--- src/rtl/alu_pkg.sv ---
// rtl/alu_pkg.sv - shared ALU types and constants
package alu_pkg;

   localparam int DIV_WIDTH = 16;

   typedef enum logic [1:0] {
      IDLE = 2'b00,
      RUN  = 2'b01,
      DONE = 2'b10
   } div_state_e;

endpackage

--- src/rtl/full_adder.sv ---
// rtl/full_adder.sv - single-bit full-adder cell
module full_adder (
   input  logic a,
   input  logic b,
   input  logic cin,
   output logic s,
   output logic cout
);

   assign s    = a ^ b ^ cin;
   assign cout = (a & b) | (cin & (a ^ b));

endmodule

--- src/rtl/rcs.sv ---
// rtl/rcs.sv - combinational ripple-carry subtractor, diff = a - b
module rcs #(
   parameter int WIDTH = 17
) (
   input  logic [WIDTH-1:0] a,
   input  logic [WIDTH-1:0] b,
   output logic [WIDTH-1:0] diff,
   output logic             borrow
);

   logic [WIDTH:0] c;

   // a + ~b + 1: carry-in of one completes the two's complement of b
   assign c[0] = 1'b1;

   for (genvar i = 0; i < WIDTH; i++) begin : g_bit
      full_adder u_fa (
         .a   (a[i]),
         .b   (~b[i]),
         .cin (c[i]),
         .s   (diff[i]),
         .cout(c[i+1])
      );
   end

   assign borrow = ~c[WIDTH];

endmodule

--- src/rtl/seq_divider.sv ---
// rtl/seq_divider.sv - multi-cycle unsigned restoring divider, one quotient bit per cycle
module seq_divider
   import alu_pkg::*;
#(
   parameter int WIDTH = DIV_WIDTH
) (
   input  logic             clk,
   input  logic             rst,
   input  logic             start,
   input  logic [WIDTH-1:0] dividend,
   input  logic [WIDTH-1:0] divisor,
   output logic             ready,
   output logic             done,
   output logic [WIDTH-1:0] quotient,
   output logic [WIDTH-1:0] remainder,
   output logic             div_by_zero
);

   localparam int CNT_W = $clog2(WIDTH);
   localparam logic [CNT_W-1:0] LAST = CNT_W'(WIDTH - 1);

   div_state_e       state;
   logic [WIDTH-1:0] r;
   logic [WIDTH-1:0] q;
   logic [WIDTH-1:0] d;
   logic [CNT_W-1:0] cnt;

   logic [WIDTH:0]   rshift;
   logic [WIDTH:0]   t;
   logic             borrow;
   logic [WIDTH-1:0] next_r;
   logic [WIDTH-1:0] next_q;
   logic             unused_t_msb;

   assign rshift = {r, q[WIDTH-1]};

   rcs #(.WIDTH(WIDTH + 1)) u_rcs (
      .a     (rshift),
      .b     ({1'b0, d}),
      .diff  (t),
      .borrow(borrow)
   );

   // A successful trial leaves t < d, so its top bit is always zero
   assign next_r       = borrow ? rshift[WIDTH-1:0] : t[WIDTH-1:0];
   assign next_q       = {q[WIDTH-2:0], ~borrow};
   assign unused_t_msb = t[WIDTH];

   always_ff @(posedge clk or posedge rst) begin
      if (rst) begin
         state       <= IDLE;
         ready       <= 1'b1;
         done        <= 1'b0;
         div_by_zero <= 1'b0;
         quotient    <= '0;
         remainder   <= '0;
         r           <= '0;
         q           <= '0;
         d           <= '0;
         cnt         <= '0;
      end else begin
         case (state)
            IDLE: begin
               if (start) begin
                  ready <= 1'b0;
                  if (divisor == '0) begin
                     state       <= DONE;
                     done        <= 1'b1;
                     quotient    <= '1;
                     remainder   <= dividend;
                     div_by_zero <= 1'b1;
                  end else begin
                     state       <= RUN;
                     div_by_zero <= 1'b0;
                     r           <= '0;
                     q           <= dividend;
                     d           <= divisor;
                     cnt         <= '0;
                  end
               end
            end
            RUN: begin
               r <= next_r;
               q <= next_q;
               if (cnt == LAST) begin
                  cnt       <= '0;
                  state     <= DONE;
                  done      <= 1'b1;
                  quotient  <= next_q;
                  remainder <= next_r;
               end else begin
                  cnt <= cnt + 1'b1;
               end
            end
            DONE: begin
               done  <= 1'b0;
               ready <= 1'b1;
               state <= IDLE;
            end
            default: begin
               done  <= 1'b0;
               ready <= 1'b1;
               state <= IDLE;
            end
         endcase
      end
   end

endmodule

--- config.mk ---
export PLATFORM = sky130hd
export DESIGN_NAME = seq_divider
export DESIGN_NICKNAME = d
export VERILOG_FILES = /design/src/rtl/alu_pkg.sv /design/src/rtl/full_adder.sv /design/src/rtl/rcs.sv /design/src/rtl/seq_divider.sv
export SDC_FILE = /design/constraint.sdc
export NUM_CORES = 1
export LEC_CHECK = 0
export ABC_AREA = 1
export ABC_CLOCK_PERIOD_IN_PS = 12700
export CORE_UTILIZATION = 59
export DETAILED_ROUTE_END_ITERATION = 16
export PLACE_DENSITY = 0.95
export SYNTH_ARGS = -nofsm -noshare
export SYNTH_HDL_FRONTEND = slang
export SYNTH_HIERARCHICAL = 1
export SYNTH_SLANG_ARGS = --single-unit
--- constraint.sdc ---
create_clock -name clk -period 12.7 [get_ports clk]
set_clock_uncertainty 0.2 [all_clocks]
set_input_delay 2.54 -clock clk [delete_from_list [all_inputs] [get_ports clk]]
set_output_delay 2.54 -clock clk [all_outputs]
set_load 0.1 [all_outputs]
# Word-level counts from Yosys, hierarchy flattened
# Cells that the tools add are included.
[op_classes]
n_addsub = 1
n_mul = 0
div_mod_pow = 0
order_cmp = 0
n_eq_ne = 6
shifts = 0
n_mux = 30
n_bitwise = 100
n_reduce_logical = 10
[ops]
columns = ["cell", "n"]
rows = [
  ["2-to-1 mux 16 bit", 11],
  ["one-hot mux 16 bit (2 select lines)", 4],
  ["AND 1 bit", 32],
  ["XOR 1 bit", 31],
  ["NOT 1 bit", 20],
  ["OR 1 bit", 17],
  ["zero test 16 bit", 1],
  ["2-to-1 mux 4 bit", 3],
  ["AND reduction 3 bit", 3],
  ["!= test 2 bit, second input constant", 4],
  ["one-hot mux 4 bit (2 select lines)", 1],
  ["2-to-1 mux 2 bit", 3],
  ["AND reduction 2 bit", 3],
  ["2-to-1 mux 1 bit", 5],
  ["adder 4 x 1 -> 4 bit, second input constant", 1],
  ["equality test 4 bit, second input constant", 1],
  ["one-hot mux 1 bit (2 select lines)", 2],
  ["one-hot mux 2 bit (2 select lines)", 1],
  ["AND reduction 4 bit", 1],
  ["equality test 2 x 1 -> 1 bit, second input constant", 1],
  ["zero test 2 bit", 1],
  ["nonzero test 2 bit", 1],
]
[word_totals]
regBits = 89
latch_bits = 0
mem_bits_rw = 0
mem_bits_ro = 0
inputBits = 35
output_inout_bits = 35
word_cells = 157
n_memories = 0

# Depth between registers and ports, before layout
# Gate-level depths: netlist of the first run.
[depth]
depth_word = 38
depth_mapped = 27
mapped_depth_nobuf = 25

# Hierarchy
# Netlist of the first run, hierarchy kept.
[modules_own_cells]
columns = ["module", "n_inst", "cells_per_inst", "area_per_inst_um2", "seq_area_each_um2"]
rows = [
  ["seq_divider", 1, 554, 4478.0, 2228.4],
  ["full_adder", 17, 1, 20.0, 0.0],
  ["rcs", 1, 19, 71.3, 0.0],
]

# Worst setup path before layout of the first run
# OpenSTA, ideal clock, no wires.
[synth_timing]
kind = "flip-flop to flip-flop"
from = "register q[15]"
to = "register remainder[10]"
setup_time_ns = 0.067
arrival_ns = 7.676
required_time_ns = 12.433
slack_ns = 4.757
stages_incl_launch_ff = 27
n_path_buf = 2
synth_period_minus_slack_ns = 7.943
cell_sequence = "dfrtp_1 fa_1 fa_1 fa_1 fa_1 fa_1 fa_1 fa_1 fa_1 fa_1 fa_1 fa_1 fa_1 fa_1 fa_1 fa_1 fa_1 fa_1 inv_1 clkbuf_1 buf_2 nand2_1 o21ai_0 nand2_1 nand2_1 nand3_1 nand2_1"
[synth_between]
elab_chain_cells = 37
elab_cells_between_ends = 39
classes_between = "mux: 3; bitwise: 36"
[synth_rtl]
columns = ["element", "line_no", "source"]
rows = [
  ["start: declaration", "seq_divider.sv:24", "logic [WIDTH-1:0] q;"],
  ["start signal: assignment", "seq_divider.sv:76", "q <= dividend;"],
  ["start signal: assignment", "seq_divider.sv:84", "q <= next_q;"],
  ["AND 1 bit / XOR 1 bit (equally long branches)", "full_adder.sv:11", "assign cout = (a & b) | (cin & (a ^ b));"],
  ["OR 1 bit *", "full_adder.sv:11", ""],
  ["named net u_rcs.c[1]", "rcs.sv:11", "logic [WIDTH:0] c;"],
  ["AND 1 bit *", "full_adder.sv:11", ""],
  ["OR 1 bit *", "full_adder.sv:11", ""],
  ["named net u_rcs.c[2]", "rcs.sv:11", ""],
  ["AND 1 bit *", "full_adder.sv:11", ""],
  ["OR 1 bit *", "full_adder.sv:11", ""],
  ["named net u_rcs.c[3]", "rcs.sv:11", ""],
  ["(+2 left out)", "--", ""],
  ["named net u_rcs.c[4]", "rcs.sv:11", ""],
  ["(+2 left out)", "--", ""],
  ["named net u_rcs.c[5]", "rcs.sv:11", ""],
  ["(+2 left out)", "--", ""],
  ["named net u_rcs.c[6]", "rcs.sv:11", ""],
  ["(+2 left out)", "--", ""],
  ["named net u_rcs.c[7]", "rcs.sv:11", ""],
  ["(+2 left out)", "--", ""],
  ["named net u_rcs.c[8]", "rcs.sv:11", ""],
  ["(+2 left out)", "--", ""],
  ["named net u_rcs.c[9]", "rcs.sv:11", ""],
  ["(+2 left out)", "--", ""],
  ["named net u_rcs.c[10]", "rcs.sv:11", ""],
  ["(+2 left out)", "--", ""],
  ["named net u_rcs.c[11]", "rcs.sv:11", ""],
  ["(+2 left out)", "--", ""],
  ["named net u_rcs.c[12]", "rcs.sv:11", ""],
  ["(+2 left out)", "--", ""],
  ["named net u_rcs.c[13]", "rcs.sv:11", ""],
  ["(+2 left out)", "--", ""],
  ["named net u_rcs.c[14]", "rcs.sv:11", ""],
  ["(+2 left out)", "--", ""],
  ["named net u_rcs.c[15]", "rcs.sv:11", ""],
  ["(+1 left out)", "--", ""],
  ["OR 1 bit *", "full_adder.sv:11", ""],
  ["named net u_rcs.c[16]", "rcs.sv:11", ""],
  ["AND 1 bit *", "full_adder.sv:11", ""],
  ["OR 1 bit *", "full_adder.sv:11", ""],
  ["named net u_rcs.c[17]", "rcs.sv:11", ""],
  ["2-to-1 mux 16 bit *", "seq_divider.sv:45", "assign next_r = borrow ? rshift[WIDTH-1:0] : t[WIDTH-1:0];"],
  ["2-to-1 mux 16 bit *", "seq_divider.sv:85", "if (cnt == LAST) begin"],
  ["one-hot mux 16 bit (2 select lines) *", "seq_divider.sv:62", "case (state)"],
  ["end signal: assignment", "seq_divider.sv:70", "remainder <= dividend;"],
  ["end signal: assignment", "seq_divider.sv:90", "remainder <= next_r;"],
  ["end: declaration", "seq_divider.sv:15", "output logic [WIDTH-1:0] remainder,"],
]
# The timed path passes the listed nets; every way through them passes the cells marked *. The select of a mux whose other input is x is not followed.
# A chain may end at the register's enable or synchronous reset.

# Final worst setup path of the first run
[layout_timing]
from = "register q[15]"
to = "register remainder[14]"
# Same word-level chain as after synthesis.

==> flow_summary_export.csv, run 1 <==
group,metric,value,unit
logic_synthesis,avgSynthCellArea,8.29,sq um
detailed_routing,totalWireLength,11900,um
logic_synthesis,syn_inst,590,
floorplanning,die_w,93.0,um
cts,cts.repair.resized,0,
logic_synthesis,async_reset_ff_frac,1.00,
logic_synthesis,synthesis.nets,643,
cts,clock_latency,0.37,ns
logic_synthesis,synth_edf_count,0,
sta,report.final.slew_viol_count,0,
worst_setup_path,worstSetupPathType,"flip-flop to flip-flop",
worst_setup_path,crit_path_start_kind,"flip-flop",
worst_setup_path,cp-end-kind,"flip-flop",
cts,cts_sinks,89,
logic_synthesis,synth_area_leaders,"dfrtp_1 (45%), nand2_1 (17%), fa_1 (7.0%)",
global_routing,antenna_found_initial,0,
worst_setup_path,required,12.81,ns
logic_synthesis,synth_top_cell_by_area,"dfrtp_1",
global_routing,grt_pass1_vias,4428,
cts,root_buffer,"clkbuf_8",
cts,ctsHoldBuffers,0,
cts,cts_tree,"yes",
sta,rsz0062_at_grt,"false",
floorplanning,fp.coreArea,7890,sq um
logic_synthesis,synth_warnings,6,
global_routing,grt_first_pass_wirelength,20500,um
placed_design,gp_congestion,0.844,
cts,htree_levels,3,
sta,setup_violations,0,
worst_setup_path,critPathMaxFanout,34,
sta,finalSetupTns,0,ns
logic_synthesis,netlist.area_leader.share,0.450,
cts,clock_path_buffers,2,
sta,max_freq,113,MHz
detailed_routing,ant_nets,0,
sta,finalHoldViolations,0,
logic_synthesis,ys_ff_latch,89,
floorplanning,die_area,8660,sq um
detailed_routing,drt-initial-drc-count,375,
logic_synthesis,synth.most_common_cell,"nand2_1",
worst_setup_path,rr_worst_depth,24,
sta,worstMarginPinSlew,1.03,ns
detailed_routing,vias,4285,
cts,cts_setup_buffers,0,
worst_setup_path,cp_cell_sequence,"fa_1 > fa_1 > fa_1 > fa_1 > fa_1 > fa_1 > fa_1 > fa_1 > fa_1 > fa_1 > fa_1 > fa_1 > fa_1 > fa_1 > fa_1 > fa_1 > fa_1 > inv_1 > nand2_1 > o21ai_0 > nand2_1 > nand2_1 > nand3_1 > nand2_1",
logic_synthesis,ys.flop_type,"dfrtp_1",
logic_synthesis,ys_types,31,
final_layout,nets,690,
placed_design,port_buffers,69,
final_layout,area_growth,16.1,%
detailed_routing,wl_per_cell,16.0,um
global_routing,track_usage,0.305,
cts,path_clk_slew,0.10,ns
cts,cts-buffers-inserted,9,
worst_setup_path,rr_endpoint,"remainder[14]",
worst_setup_path,crit_top_cell,"fa_1",
logic_synthesis,ys_seq_area_frac,0.456,
min_path,hold_depth,2,
sta,relSlewSlack,0.314,
logic_synthesis,syn_area,4890,sq um
worst_setup_path,rrSetupSlack,3.83,ns
worst_setup_path,worst_ep_arrival_time,8.98,ns
detailed_routing,firstDrtPassIters,7,
floorplanning,rows,32,
logic_synthesis,synth_commonest_cells,"nand2_1 (222), dfrtp_1 (88), nand3_1 (68)",
final_layout,drive_above_1_share,0.0872,
worst_setup_path,rr_startpoint,"q[15]",
min_path,min_path_type,"flip-flop to flip-flop",
min_path,min_from,"d[7]",
worst_setup_path,cp_slowest_cell,"inv_1",
final_layout,stdcell_count,744,
sta,fin_crit,8.87,ns
placed_design,post-place-cells,728,
job,drv_cap,0,
floorplanning,start_util,0.620,
global_routing,grt_max_degree,57,
detailed_routing,route.detailed.drc,0,
sta,fin_crit_sh,0.699,
min_path,hold-path-endpoint,"d[7]",
floorplanning,die_h,93.0,um
floorplanning,io_pins,70,
worst_setup_path,slowest_delay,0.65,ns
final_layout,antenna_cells,0,
detailed_routing,via_per_inst,5.76,
placed_design,hpwl,8210,um
global_routing,gr-total-overflow,0,
status,outcome,"complete, no violations",
## worst max-delay path, delay by kind of cell (launching register included)
family                   cells  cell delay (ns)
buffers and inverters        1             0.65
adder cells (fa/ha/maj)     17             6.85
AND/OR/NAND/NOR              5             0.55
AO/OA/AOI/OAI                1             0.12
flip-flops                   1             0.43
## per-layer routing
metal | vias up | GRT usage | wire, um
li1 | 1950 | - | -
met1 | 2087 | 0.386 | 4800
met2 | 203 | 0.520 | 6040
met3 | 45 | 0.0398 | 702
met4 | 0 | 0.144 | 354
met5 | - | 0 | 0
## through the flow
step                      cell area [sq um]  utilization  hold WS (ns)  setup WS [ns]
after floorplan                        4890            -         0.242           4.76
after global routing                   5680        0.720         0.305           3.43
final                                  5680        0.720         0.280           3.83
after CTS                              5680        0.720         0.285           3.93
after global placement                 5470        0.694         0.254           4.26
after detailed placement               5470        0.694         0.263           4.02
## registers in the layout, summed over array words and instances, names as in the netlist
signal	cells
d	16
q	16
quotient	16
r	16
remainder	16
cnt	4
state	2
div_by_zero	1
done	1
ready	1
## area by class of cell
type | instances | area [sq um]
flip-flops and latches | 89 | 2230
fillers | 547 | 2210
multi-input cells | 409 | 2190
repair buffers | 72 | 713
inverters | 56 | 211
clock buffers | 10 | 128
well taps | 102 | 128
clock inverters | 6 | 76.3
## layout by cell type, fill, tap and decap left out
cell type / n
inv_1: 51
dfrtp_1: 88
clkinv_4: 3
nor2_1: 13
nand3_1: 68
o21ai_1: 12
a21oi_2: 1
buf_4: 3
bufinv_16: 1
nor3_1: 1
clkinv_2: 1
a21oi_1: 2
nand3_2: 19
nand3_4: 1
clkdlybuf4s50_1: 69
o21ai_0: 22
clkbuf_1: 1
nand2_1: 222
nand4_1: 16
inv_2: 4
fa_1: 17
inv_8: 1
nor2_2: 2
nor2_8: 1
inv_6: 1
a31oi_1: 1
dfstp_2: 1
nand2_4: 3
or2_2: 1
nor2_4: 1
clkbuf_8: 9
nand2_2: 3
conb_1: 2
ha_1: 1
## logic make-up after synthesis
| group | share of synthesized area |
|---|---|
| other cells | 0.00154 |
| flops | 0.456 |
| fa+ha+maj | 0.0722 |
| compound gates | 0.0399 |
| buf+inv | 0.0957 |
| simple gates | 0.335 |
## how the worst max path moves through the flow
stage / startpoint / end / slack [ns]
after floorplan: q[15] / remainder[10] / 4.76
final: q[15] / remainder[14] / 3.83
after global placement: q[15] / remainder[3] / 4.26
after detailed placement: q[15] / remainder[14] / 4.02
after global routing: q[15] / remainder[14] / 3.43
after CTS: q[15] / remainder[7] / 3.93
Power of run 1 is not shown: default switching activity piles up to over one toggle a cycle in this logic, so the estimate is an artifact.
==> inputs of run 2 (changes only) <==
--- a/config.mk
+++ b/config.mk
@@ -6,10 +6,10 @@
 export NUM_CORES = 1
 export LEC_CHECK = 0
 export ABC_AREA = 1
-export ABC_CLOCK_PERIOD_IN_PS = 12700
-export CORE_UTILIZATION = 59
+export ABC_CLOCK_PERIOD_IN_PS = 8500
+export CORE_UTILIZATION = 55
 export DETAILED_ROUTE_END_ITERATION = 16
-export PLACE_DENSITY = 0.95
+export PLACE_DENSITY = 0.91
 export SYNTH_ARGS = -nofsm -noshare
 export SYNTH_HDL_FRONTEND = slang
 export SYNTH_HIERARCHICAL = 1
==> constraint.sdc (replaced) <==
create_clock -name clk -period 8.5 [get_ports clk]
set_clock_uncertainty 0.2 [all_clocks]
set_input_delay 1.7 -clock clk [delete_from_list [all_inputs] [get_ports clk]]
set_output_delay 1.7 -clock clk [all_outputs]
set_load 0.1 [all_outputs]
==> flow_summary_export.csv, run 2 (synthesized netlist as in run 1, its figures left out) <==
group,metric,value,unit
floorplanning,die_h,96.3,um
cts,ctsHoldBuffers,0,
final_layout,drive_above_1_share,0.0961,
detailed_routing,wl_per_cell,15.5,um
global_routing,grt_max_degree,90,
floorplanning,die_w,96.3,um
final_layout,antenna_cells,0,
detailed_routing,met1Wirelength,4860,um
global_routing,grt_pass1_vias,4080,
placed_design,gp_congestion,0.886,
min_path,min_from,"quotient[12]",
sta,fin_crit,8.30,ns
status,outcome,"complete, no violations",
sta,report.final.slew_viol_count,0,
worst_setup_path,worstSetupPathType,"flip-flop to flip-flop",
worst_setup_path,rr_endpoint,"remainder[8]",
worst_setup_path,slowest_delay,0.44,ns
sta,setup_violations,0,
worst_setup_path,critPathMaxFanout,17,
detailed_routing,drt-initial-drc-count,310,
worst_setup_path,crit_family,"adder cells",
cts,cts_sinks,89,
global_routing,track_usage,0.269,
cts,path_clk_slew,0.08,ns
final_layout,nets,694,
floorplanning,fp.coreArea,8680,sq um
min_path,hold_depth,2,
floorplanning,rows,34,
cts,clock_latency,0.36,ns
job,drv_cap,0,
sta,fin_crit_sh,0.976,
detailed_routing,totalWireLength,11700,um
worst_setup_path,worst_ep_arrival_time,8.40,ns
min_path,hold-path-endpoint,"quotient[12]",
final_layout,area_growth,17.9,%
detailed_routing,wl_met3,789,um
worst_setup_path,cp_slowest_cell,"fa_1",
detailed_routing,ant_nets,0,
sta,finalHoldViolations,0,
global_routing,grt_first_pass_wirelength,18900,um
worst_setup_path,crit_path_start_kind,"flip-flop",
sta,relSlewSlack,0.253,
global_routing,antenna_found_initial,0,
final_layout,fin_area,5760,sq um
worst_setup_path,setup.worst_path.start,"q[15]",
floorplanning,start_util,0.563,
placed_design,hpwl,7660,um
detailed_routing,top_layer,"met4",
worst_setup_path,rrSetupSlack,0.20,ns
cts,cts-buffers-inserted,9,
worst_setup_path,worst-path-buf-inv,3,
cts,root_buffer,"clkbuf_8",
worst_setup_path,rr_worst_depth,26,
worst_setup_path,cp-end-kind,"flip-flop",
cts,htree_levels,3,
placed_design,port_buffers,69,
worst_setup_path,required,8.60,ns
detailed_routing,firstDrtPassIters,5,
floorplanning,io_pins,70,
worst_setup_path,rr_startpoint,"q[15]",
sta,worstMarginPinSlew,1.12,ns
detailed_routing,route.detailed.drc,0,
global_routing,gr-total-overflow,0,
final_layout,final_cell_mix,"nand2_1 (222), dfrtp_1 (88), clkdlybuf4s50_1 (69), nand3_1 (68), inv_1 (50)",
cts,clock_path_buffers,2,
cts,cts_tree,"yes",
detailed_routing,via_per_inst,5.62,
placed_design,place_area,5490,sq um
floorplanning,die_area,9270,sq um
final_layout,mostFrequentLayoutCell,"nand2_1",
detailed_routing,vias,4229,
detailed_routing,wl_met2,5650,um
min_path,min_path_type,"flip-flop to flip-flop",
worst_setup_path,crit_top_cell,"fa_1",
sta,max_freq,121,MHz
==> run 2: cell types whose count changed in the layout (fill, tap and decap cells not counted), sizes merged <==
cell / delta
inv: -1
clkinv: -3
bufinv: +1
clkbuf: +2
buf: +3
clkinvlp: +1
==> run 2: through the flow <==
stage	worst slack (ns)	std cells	hold WS (ns)	TNS, ns	util
2_1_floorplan	0.557	590	0.242	0	-
3_3_place_gp	0.391	735	0.253	0	0.632
3_5_place_dp	0.235	735	0.258	0	0.632
4_1_cts	0.153	750	0.279	0	0.658
5_1_grt	-0.0356	753	0.309	-0.0356	0.664
6_report	0.202	753	0.273	0	0.664
==> run 2: worst max-delay path by stage <==
stage	end	slack, ns	depth (start not counted)
final	remainder[8]	0.20	26
after global routing	remainder[8]	-0.04	26
after CTS	remainder[3]	0.15	25
after detailed placement	remainder[14]	0.24	25
after global placement	remainder[15]	0.39	25
after floorplan	remainder[10]	0.56	26
==> run 2: layout make-up <==
cell class	count	area, sq um
Clock buffer	11	141
Clock inverter	4	76.3
Fill cell	700	2910
Inverter	56	211
Multi-Input combinational cell	409	2200
Sequential cell	89	2230
Tap cell	108	135
Timing Repair Buffer	76	773
==> run 2: worst min-delay path, cell delays in order, from the launching register on <==
cell and delay (ns):
dfrtp_1 0.35, nand2_1 0.05, nand2_1 0.04
==> run 2: what timing repair did <==
item	CTS	global route
gates resized for setup	0	6
setup buffers	0	2
setup endpoints to repair	0	17
==> run 2: per-layer routing <==
| metal | global-route usage | up-vias |
|---|---|---|
| met3 | 0.0427 | 44 |
| met2 | 0.434 | 201 |
| met4 | 0.121 | 0 |
| met5 | 0 | - |
| met1 | 0.359 | 2034 |
| li1 | - | 1950 |
Power of run 2 is left out for the same reason.
==> inputs of run 3 (changes only) <==
--- a/config.mk
+++ b/config.mk
@@ -7,8 +7,9 @@
 export LEC_CHECK = 0
 export ABC_AREA = 1
 export ABC_CLOCK_PERIOD_IN_PS = 8500
-export CORE_UTILIZATION = 55
+export CORE_UTILIZATION = 64
 export DETAILED_ROUTE_END_ITERATION = 16
+export DONT_BUFFER_PORTS = 1
 export PLACE_DENSITY = 0.91
 export SYNTH_ARGS = -nofsm -noshare
 export SYNTH_HDL_FRONTEND = slang
==> flow_summary_export.csv, run 3 (synthesized netlist as in run 1, its figures left out) <==
group,metric,value,unit
final_layout,nets,625,
detailed_routing,vias,3924,
cts,root_buffer,"clkbuf_8",
floorplanning,io_pins,70,
detailed_routing,totalWireLength,11200,um
sta,fin_crit_sh,0.963,
final_layout,area_growth,3.04,%
worst_setup_path,worst_ep_arrival_time,8.25,ns
sta,report.final.slew_viol_count,0,
placed_design,port_buffers,0,
final_layout,n_fill_cell,547,
worst_setup_path,worstSetupPathType,"flip-flop to flip-flop",
global_routing,track_usage,0.299,
cts,cts-buffers-inserted,9,
worst_setup_path,critPathMaxFanout,17,
detailed_routing,wl_per_cell,16.6,um
final_layout,mostFrequentLayoutCell,"nand2_1",
final_layout,final_cell_mix,"nand2_1 (222), dfrtp_1 (88), nand3_1 (68), inv_1 (50), o21ai_0 (22)",
final_layout,seqCellArea,2230,sq um
cts,clock_path_buffers,2,
sta,max_freq,122,MHz
cts,path_clk_slew,0.09,ns
cts,clock_latency,0.38,ns
placed_design,gp_congestion,0.854,
cts,cts_sinks,89,
sta,relSlewSlack,0.275,
global_routing,grt_pass1_vias,3651,
floorplanning,die_w,89.4,um
min_path,min_path_type,"flip-flop to flip-flop",
floorplanning,die_area,7990,sq um
global_routing,gr-total-overflow,0,
sta,post-route-worst-setup-slack,0.312,ns
detailed_routing,firstDrtPassIters,6,
placed_design,pre_cts_slack,0.196,ns
global_routing,grt_max_degree,90,
worst_setup_path,cp-end-kind,"flip-flop",
cts,htree_levels,3,
floorplanning,rows,31,
detailed_routing,ant_nets,0,
global_routing,antenna_found_initial,0,
global_routing,grt_first_pass_wirelength,17700,um
floorplanning,die_h,89.4,um
sta,fin_crit,8.19,ns
job,drv_cap,0,
sta,setup_violations,0,
final_layout,drive_above_1_share,0.109,
floorplanning,start_util,0.667,
sta,finalHoldViolations,0,
cts,cts_tree,"yes",
worst_setup_path,required,8.57,ns
detailed_routing,drt-initial-drc-count,417,
floorplanning,fp.coreArea,7330,sq um
sta,worstMarginPinSlew,1.09,ns
detailed_routing,route.detailed.drc,0,
cts,ctsHoldBuffers,0,
sta,rsz0062_at_grt,"false",
sta,finalSetupTns,0,ns
status,outcome,"complete, no violations",
final_layout,antenna_cells,0,
worst_setup_path,crit_path_start_kind,"flip-flop",
detailed_routing,via_per_inst,5.80,
placed_design,hpwl,7490,um
final_layout,multi_input_area,2200,sq um
==> run 3: routing by layer <==
metal | routed length [um] | part of all wire | track usage
met1 | 4570 | 0.41 | 0.405
met4 | 326 | 0.029 | 0.120
met2 | 5300 | 0.47 | 0.450
met3 | 1000 | 0.090 | 0.0933
met5 | 0 | 0 | 0
==> run 3: timing repair <==
item,CTS,global route
buffers inserted,0,2
resized for setup,0,6
setup endpoints to repair,0,19
==> run 3: cell type report <==
type                    count  share of cell area
repair buffers              7              0.0164
multi-input cells         409               0.436
clock buffers              10              0.0253
inverters                  56              0.0420
clock inverters             6              0.0132
well taps                  99              0.0246
flip-flops and latches     89               0.442
==> run 3: per-stage QoR <==
step	hold WS (ns)	util	cells	instance area, sq um
after floorplan	0.242	-	590	4890
after global placement	0.261	0.653	657	4790
after detailed placement	0.260	0.653	657	4790
after CTS	0.280	0.679	673	4980
after global routing	0.299	0.687	676	5040
final	0.277	0.687	676	5040
==> run 3: worst max-delay path: stages (launching register included) <==
cell and delay (ns):
dfrtp_1 0.42, fa_1 0.46, fa_2 0.36, fa_1 0.39, fa_1 0.39, fa_1 0.39
fa_1 0.39, fa_1 0.39, fa_1 0.40, fa_2 0.36, fa_1 0.39, fa_1 0.39
fa_1 0.40, fa_1 0.39, fa_1 0.39, fa_1 0.39, fa_1 0.40, fa_1 0.39
inv_2 0.09, buf_4 0.12, clkbuf_16 0.15, o21ai_0 0.11, nand2_1 0.11, nand2_1 0.08
nand3_1 0.08, nand2_1 0.06
==> run 3: worst paths after layout <==
| check | from | endpoint | slack (ns) | depth (start not counted) |
|---|---|---|---|---|
| hold / removal | d[5] | d[5] | 0.28 | 2 |
| min in group asynchronous | rst | remainder[3] | 1.34 | 2 |
| setup reg to reg | q[15] | remainder[0] | 0.31 | 25 |
| max in group asynchronous | rst | div_by_zero | 6.06 | 2 |
| hold reg to reg | d[5] | d[5] | 0.28 | 2 |
| setup / recovery | q[15] | remainder[0] | 0.31 | 25 |
Power of run 3 is left out for the same reason.
